--- src/rtl/mem_port_arbiter.sv ---
// ============================================================================
//  mem_port_arbiter
//  Round-robin arbiter sharing one physical memory port between I and D sides.
//  Rev 1.0
// ============================================================================
`default_nettype none

module mem_port_arbiter #(
  parameter int ADDR_W = 16,
  parameter int LINE_W = 128
) (
  input  logic              clk,
  input  logic              rst_n,
  input  logic              i_read,
  input  logic [ADDR_W-1:0] i_address,
  output logic              i_resp,
  output logic [LINE_W-1:0] i_rdata,
  input  logic              d_read,
  input  logic              d_write,
  input  logic [ADDR_W-1:0] d_address,
  input  logic [LINE_W-1:0] d_wdata,
  output logic              d_resp,
  output logic [LINE_W-1:0] d_rdata,
  output logic              pmem_read,
  output logic              pmem_write,
  output logic [ADDR_W-1:0] pmem_address,
  output logic [LINE_W-1:0] pmem_wdata,
  input  logic              pmem_resp,
  input  logic [LINE_W-1:0] pmem_rdata
);

  localparam logic [1:0] c_ST_IDLE    = 2'd0;
  localparam logic [1:0] c_ST_SERVE_I = 2'd1;
  localparam logic [1:0] c_ST_SERVE_D = 2'd2;
  localparam logic       c_GRANT_I    = 1'b0;
  localparam logic       c_GRANT_D    = 1'b1;

  logic [1:0]        r_state;
  logic [1:0]        w_next_state;
  logic              r_last_grant;
  logic              r_op_write;
  logic [ADDR_W-1:0] r_addr;
  logic [LINE_W-1:0] r_wdata;
  logic              w_d_req;
  logic              w_grant_d;

  assign w_d_req   = d_read | d_write;
  // Data side wins when alone, or in a conflict when instruction side went last.
  assign w_grant_d = w_d_req & (~i_read | (r_last_grant == c_GRANT_I));

  always_ff @(posedge clk or negedge rst_n) begin
    if (!rst_n) begin
      r_state      <= c_ST_IDLE;
      r_last_grant <= c_GRANT_I;
      r_op_write   <= 1'b0;
      r_addr       <= '0;
      r_wdata      <= '0;
    end else begin
      r_state <= w_next_state;
      if (r_state == c_ST_IDLE) begin
        if (w_grant_d) begin
          r_op_write <= d_write;
          r_addr     <= d_address;
          r_wdata    <= d_wdata;
        end else if (i_read) begin
          r_op_write <= 1'b0;
          r_addr     <= i_address;
          r_wdata    <= '0;
        end
      end else if (pmem_resp) begin
        r_last_grant <= (r_state == c_ST_SERVE_D) ? c_GRANT_D : c_GRANT_I;
      end
    end
  end

  always_comb begin
    w_next_state = r_state;
    case (r_state)
      c_ST_IDLE: begin
        if (w_grant_d)   w_next_state = c_ST_SERVE_D;
        else if (i_read) w_next_state = c_ST_SERVE_I;
      end
      c_ST_SERVE_I,
      c_ST_SERVE_D: begin
        if (pmem_resp) w_next_state = c_ST_IDLE;
      end
      default: w_next_state = c_ST_IDLE;
    endcase
  end

  always_comb begin
    pmem_read    = 1'b0;
    pmem_write   = 1'b0;
    pmem_address = '0;
    pmem_wdata   = '0;
    i_resp       = 1'b0;
    d_resp       = 1'b0;
    case (r_state)
      c_ST_SERVE_I: begin
        pmem_read    = 1'b1;
        pmem_address = r_addr;
        pmem_wdata   = r_wdata;
        i_resp       = pmem_resp;
      end
      c_ST_SERVE_D: begin
        pmem_read    = ~r_op_write;
        pmem_write   = r_op_write;
        pmem_address = r_addr;
        pmem_wdata   = r_wdata;
        d_resp       = pmem_resp;
      end
      default: ;
    endcase
  end

  assign i_rdata = pmem_rdata;
  assign d_rdata = pmem_rdata;

endmodule

`default_nettype wire

--- config.mk ---
export PLATFORM = sky130hd
export DESIGN_NAME = mem_port_arbiter
export DESIGN_NICKNAME = d
export VERILOG_FILES = /design/src/rtl/mem_port_arbiter.sv
export SDC_FILE = /design/constraint.sdc
export NUM_CORES = 1
export LEC_CHECK = 0
export CELL_PAD_IN_SITES_DETAIL_PLACEMENT = 1
export CELL_PAD_IN_SITES_GLOBAL_PLACEMENT = 2
export CORE_AREA = 2 2 269 271
export DETAILED_ROUTE_END_ITERATION = 10
export DIE_AREA = 0 0 271 273
export PLACE_DENSITY = 0.55
export SLEW_MARGIN = 20
export SYNTH_ARGS = -nofsm -noshare
export SYNTH_HDL_FRONTEND = slang
export SYNTH_SLANG_ARGS = --single-unit
--- constraint.sdc ---
create_clock -name clk -period 1.78 [get_ports clk]
set_input_delay 0.178 -clock clk [delete_from_list [all_inputs] [get_ports clk]]
set_output_delay 0.178 -clock clk [all_outputs]
set_load 0.005 [all_outputs]
==> flow_summary_export.csv, run 1 <==
group,metric,value,unit
run_status,status,"complete, but fails checks",
run_status,violations,"negative setup slack",
critical_path,critPathTopFamily,"buffers and inverters",
detailed_routing,totalWireLength,32090,µm
global_routing,grt_antenna_before_repair,1,
timing,worst_slack,-374.1,ps
timing,skew,14.37,ps
critical_path,crit_path_end_kind,"output pin",
clocking,root_buffer,"clkbuf_16",
floorplan,die_h,273,µm
critical_path,crit_type,"flip-flop to output pin",
run,drv_cap,0,
final_layout,antenna_cells,0,
critical_path,cpMostUsedCell,"buf_12",
pwr,p_leak,5.714,nW
critical_path,cp_max_fo,6,
global_routing,grt_pass1_vias,6800,
global_routing,grt_max_degree,62,
timing,tightest_slew,373.4,ps
synth,synth_seq_cells,148,
pwr,p_per_area,2134,nW/µm²
final_layout,layout-drive-gt1-share,44.26,%
final_layout,area.growth.synth_to_final,55.23,%
critical_path,r2r-end,"r_state[1]",
clocking,clkTransAtPathRegs,70,ps
timing,hold_slack,195.0,ps
critical_path,r2r_cells,8,
synth,synth_fp_nets,1098,
floorplan,coreArea,71000,µm²
timing,period_needed,2154,ps
floorplan,dieArea,73980,µm²
timing,setup_viol,147,
timing,fmax,464.2,MHz
clocking,cts_made_buffers,17,
timing,rsz0062_at_grt,"yes",
final_layout,multiInputGateArea,2903,µm²
detailed_routing,vias,5984,
clocking,numClockSinks,148,
synth,yosys_warnings,0,
pwr,peakVddDrop,0.0007938,V
timing,hold_violations,0,
critical_path,start_kind,"flip-flop",
synth,syn_avg_cell_area,10.49,µm²
final_layout,final_nets,1210,
critical_path,crit_arrival,1980,ps
timing,min_period_over_period,121.0,%
timing,setup_tns,-35970,ps
place,dp.cells,1796,
synth,syn_area,8396,µm²
clocking,cts_htree_levels,4,
detailed_routing,firstDrtPassIters,4,
floorplan,start_util,11.83,%
critical_path,rrSetupSlack,-10,ps
detailed_routing,drc_errors,0,
floorplan,ios,698,
timing,slew_headroom,75.11,%
critical_path,worst-path-buf-inv,6,
clocking,clockBufferDepth,2,
global_routing,grt_overflow,0,
synth,netlist-cell-type-count,21,
synth,syn-instance-count,800,
synth,yosysSeqAreaShare,44.11,%
detailed_routing,detail_route.wl_per_cell,17.12,µm
global_routing,grt.total_usage,8.748,%
critical_path,r2r-start,"r_state[0]",
clocking,insertion_delay,480,ps
critical_path,cp_slowest_cell,"dfrtp_1",
detailed_routing,viasPerCell,3.193,
clocking,cts_tree,"yes",
final_layout,fill_cells,8026,
detailed_routing,dr.first_iter.drc_count,242,
floorplan,std_cell_rows,98,
place,hpwl,20910,µm
global_routing,grt_first_pass_wirelength,46780,µm
final_layout,fin_cells,1874,
critical_path,path_cells,"inv_2, ha_4, buf_12, buf_12, buf_16, buf_12, and2_4, buf_6",
place,gp_congestion,0.7000,
critical_path,timing.critical_path.slowest_cell_delay,390,ps
min_path,hold_class,"primary input to async pin",
detailed_routing,ant_nets,0,
critical_path,required,1600,ps
timing,slew_viol_final,0,
floorplan,die_x,271,µm
final_layout,regArea,3704,µm²
place,portBuffers,313,
## worst register-to-register path: stages, from the launching register on
cell and delay (ps):
dfrtp_1 390, inv_2 90, ha_4 230, buf_12 150, buf_8 130, buf_16 130, buf_6 110, a22o_1 240
a22o_1 210
## cell families (layout without fill, tap and decap cells)
kind of cell,after synthesis,after routing,synth area share [%]
compound gates,154,154,15.35
mux,16,16,1.908
buf+inv,309,433,26.01
fa+ha+maj,4,4,0.5961
flops,148,148,44.11
simple gates,169,169,12.03
## routing by layer
layer  share of wire, %  wire (µm)  up-vias  track usage, %
met5              0.041         13        -               0
met4                4.1       1319        2           5.074
met3                8.0       2566       83           3.330
met2                 51      16210      314           14.85
met1                 37      11980     2920           9.278
li1                   -          -     2665               -
## cell usage after synthesis
cell type / instances / area, µm²
mux2i_1: 16 / 160.2
nor2_1: 1 / 3.750
o21ai_0: 16 / 80.08
buf_4: 269 / 2019
buf_2: 11 / 55.05
clkbuf_1: 25 / 93.84
o31ai_4: 1 / 21.27
and2_1: 147 / 919.6
a21oi_1: 2 / 10.01
nor2_2: 1 / 6.260
nand2_1: 17 / 63.81
o2bb2ai_1: 1 / 8.760
nor2b_1: 1 / 6.260
dfrtp_1: 148 / 3704
o21ai_1: 1 / 5.000
nor3_1: 1 / 5.000
ha_1: 4 / 50.05
inv_1: 4 / 15.01
nand3_1: 1 / 5.000
a22o_1: 132 / 1156
o21a_1: 1 / 7.510
## registers in the layout, summed over array words and instances, names as in the netlist
signal	cells
r_addr	16
r_wdata	128
r_last_grant	1
r_op_write	1
r_state	2
## where the power goes
part | internal, mW | switching, mW | leakage [nW] | total [mW]
logic | 11.2 | 6.84 | 3.58 | 18.0
registers | 4.94 | 0.987 | 1.85 | 5.93
clock network | 2.22 | 1.64 | 0.284 | 3.86
total | 18.3 | 9.47 | 5.71 | 27.8
## through the flow
stage	setup slack, ps	utilization (%)	power, mW	area, µm²
after global routing	-479.0	18.36	29.75	13030
final	-374.1	18.36	27.80	13030
after CTS	-546.8	18.27	28.63	12970
after detailed placement	-192.7	15.52	17.32	11020
after global placement	-200.6	15.52	17.18	11020
after floorplan	251.4	-	11.10	8396
## worst max-delay path by stage
stage	start	slack [ps]	to	cells past startpoint
2_1_floorplan	r_state[1]	250	pmem_wdata[100]	5
3_3_place_gp	r_state[0]	-200	pmem_wdata[121]	5
3_5_place_dp	r_state[1]	-190	pmem_wdata[41]	5
4_1_cts	r_state[1]	-550	pmem_wdata[83]	9
5_1_grt	r_state[0]	-480	pmem_wdata[25]	8
6_report	r_state[0]	-370	pmem_wdata[65]	8
## area by class of cell
type | instances | share of cell area, %
Timing Repair Buffer | 398 | 35.49
Sequential cell | 148 | 28.42
Multi-Input combinational cell | 343 | 22.27
Tap cell | 950 | 9.121
Clock buffer | 18 | 3.370
Clock inverter | 13 | 1.210
Inverter | 4 | 0.1152
## placed cells by master (no fill, tap or decap), types with 2 or more instances in the layout
cell             netlist  layout
clkdlybuf4s50_1        0     164
bufinv_16              0       3
buf_6                  0     149
buf_16                 0      13
inv_2                  0       2
o21ai_0               16      16
buf_12                 0      30
a21oi_1                2       2
clkinvlp_4             0       4
buf_8                  0       7
dfrtp_1              148     148
clkinv_2               0       4
and2_1               147       9
buf_4                269      23
buf_2                 11       9
clkbuf_16              0      17
and2_4                 0     138
inv_1                  4       2
nand2_1               17      17
ha_4                   0       3
a22o_1               132     132
mux2i_1               16      16
## repair_timing
action,in CTS,in global routing
setup buffers,37,2
hold buffers,1,0
gates resized for setup,878,49
gates cloned,17,0
endpoints found under the hold margin,95,0
endpoints found under the setup margin,148,149
pin swaps,3,3
(Power assumes the default switching activity.)
==> run 2, diff against run 1 <==
--- a/config.mk
+++ b/config.mk
@@ -10,7 +10,7 @@
 export CORE_AREA = 2 2 269 271
 export DETAILED_ROUTE_END_ITERATION = 10
 export DIE_AREA = 0 0 271 273
-export PLACE_DENSITY = 0.55
+export PLACE_DENSITY = 0.58
 export SLEW_MARGIN = 20
 export SYNTH_ARGS = -nofsm -noshare
 export SYNTH_HDL_FRONTEND = slang
==> constraint.sdc (replaced) <==
create_clock -name clk -period 1.9 [get_ports clk]
set_input_delay 0.19 -clock clk [delete_from_list [all_inputs] [get_ports clk]]
set_output_delay 0.19 -clock clk [all_outputs]
set_load 0.005 [all_outputs]
==> run 2 against run 1 <==
Effect of this change:
- the flow still finishes with violations (negative setup slack)
- clock skew hardly changed
- hold slack got worse by 39 ps
- sequential power shrank 7.3%
- final cell count shrank 0.53%
- register-to-register slack better by 300 ps
- flip-flop and latch count stayed put
- total power fell by 15%
- largest power group unchanged
==> flow_summary_export.csv, run 2 (synthesis gave the netlist of run 1 again) <==
group,metric,value,unit
clocking,cts_tree,"yes",
global_routing,grt_overflow,0,
critical_path,start_kind,"flip-flop",
global_routing,grt_max_degree,48,
pwr,p_leak,5.417,nW
global_routing,grt_pass1_vias,6704,
critical_path,rrSetupSlack,290,ps
clocking,clockBufferDepth,2,
detailed_routing,dr.first_iter.drc_count,213,
place,dp.cells,1784,
final_layout,final_cell_mix,"clkdlybuf4s50_1, dfrtp_1, a22o_1",
global_routing,grt_first_pass_wirelength,45920,µm
detailed_routing,viasPerCell,3.204,
critical_path,required,1710,ps
critical_path,r2r_cells,6,
floorplan,die_x,271,µm
run_status,status,"complete, but fails checks",
detailed_routing,drc_errors,0,
min_path,hold_class,"primary input to async pin",
final_layout,fin_cells,1864,
clocking,numClockSinks,148,
detailed_routing,detail_route.wl_per_cell,16.99,µm
clocking,cts_htree_levels,4,
place,portBuffers,313,
floorplan,ios,698,
clocking,clkTransAtPathRegs,70,ps
place,placed_area,10970,µm²
detailed_routing,vias,5973,
final_layout,fill_cells,8064,
clocking,cts_made_buffers,17,
pwr,p_per_area,1898,nW/µm²
timing,tightest_slew,373.2,ps
critical_path,crit_type,"flip-flop to output pin",
floorplan,coreArea,71000,µm²
final_layout,area.growth.synth_to_final,47.88,%
final_layout,largest-register,"r_wdata",
place,hpwl,21180,µm
clocking,root_buffer,"clkbuf_16",
detailed_routing,firstDrtPassIters,4,
timing,slew_headroom,74.98,%
timing,worst_slack,-318.1,ps
final_layout,top_regs,"r_wdata x128, r_addr x16, r_state x2",
critical_path,crit_arrival,2030,ps
final_layout,layout-drive-gt1-share,35.56,%
run_status,violations,"negative setup slack",
global_routing,grt_antenna_before_repair,5,
floorplan,std_cell_rows,98,
critical_path,r2r-start,"r_state[0]",
critical_path,cp_max_fo,5,
global_routing,grt.total_usage,8.521,%
timing,setup_viol,144,
detailed_routing,totalWireLength,31670,µm
clocking,insertion_delay,470,ps
final_layout,mostFrequentLayoutCell,"clkdlybuf4s50_1",
floorplan,start_util,11.83,%
critical_path,r2r-end,"r_wdata[89]",
place,gp_congestion,0.7536,
floorplan,die_h,273,µm
timing,rsz0062_at_grt,"yes",
final_layout,final_area,12420,µm²
final_layout,largest_register_ffs,128,
timing,fmax,450.8,MHz
detailed_routing,ant_nets,0,
timing,min_period_over_period,116.7,%
critical_path,crit_path_end_kind,"output pin",
run,drv_cap,0,
final_layout,antenna_cells,0,
timing,hold_violations,0,
pwr,peakVddDrop,0.0006597,V
final_layout,final_nets,1200,
floorplan,dieArea,73980,µm²
timing,slew_viol_final,0,
timing,skew,14.23,ps
timing,period_needed,2218,ps
-- run 2: worst max-delay path by stage --
| stage | from | slack, ps | cells past startpoint | endpoint |
|---|---|---|---|---|
| floorplan | r_state[1] | 360 | 5 | pmem_wdata[100] |
| global placement | r_state[1] | -50 | 6 | pmem_wdata[91] |
| detailed placement | r_state[1] | -110 | 6 | pmem_wdata[78] |
| CTS | r_state[0] | -570 | 6 | pmem_wdata[28] |
| global route | r_state[0] | -420 | 9 | pmem_wdata[94] |
| finish | r_state[0] | -320 | 9 | pmem_wdata[94] |
-- run 2: cell type report --
type / instances / area (µm²) / share of cell area [%]
inverters: 4 / 15.01 / 0.1209
well taps: 950 / 1189 / 9.574
flip-flops and latches: 148 / 3704 / 29.83
repair buffers: 388 / 4163 / 33.53
clock inverters: 12 / 155.1 / 1.250
multi-input cells: 343 / 2748 / 22.13
clock buffers: 19 / 442.9 / 3.567
-- run 2: per-stage QoR --
| stage | util (%) | hold WS [ps] | setup slack (ps) | setup TNS, ps | power [mW] |
|---|---|---|---|---|---|
| floorplan | - | -105.6 | 359.4 | 0 | 10.40 |
| global placement | 15.45 | 114.1 | -49.19 | -1426 | 15.92 |
| detailed placement | 15.45 | 111.2 | -107.1 | -2749 | 16.10 |
| CTS | 17.06 | 123.7 | -571.9 | -50310 | 23.01 |
| global route | 17.49 | 162.6 | -423.7 | -42920 | 25.36 |
| finish | 17.49 | 156.1 | -318.1 | -25190 | 23.57 |
-- run 2: power by group --
group / switching (mW) / total, mW / internal (mW)
logic: 5.87 / 14.4 / 8.57
registers: 0.873 / 5.50 / 4.63
clock network: 1.54 / 3.63 / 2.09
total: 8.28 / 23.6 / 15.3
-- run 2: repair_timing --
item,in CTS,in global routing
resized for setup,475,229
hold buffers,1,0
endpoints found under the hold margin,148,0
buffers inserted,26,20
setup endpoints to repair,148,148
gates cloned,10,2
pin swaps,1,2
-- run 2: worst max-delay path, stage by stage (launching register included) --
cell and delay [ps]:
dfrtp_1 390, inv_2 90, ha_4 230, buf_12 150
buf_8 120, buf_8 120, buf_6 110, buf_6 100
and2_4 130, buf_6 110
-- run 2: per-layer routing --
layer / share of wire (%) / track usage (%)
met5: 0.15 / 0
met1: 39 / 9.384
met4: 4.3 / 4.958
met3: 8.5 / 3.954
met2: 48 / 13.48
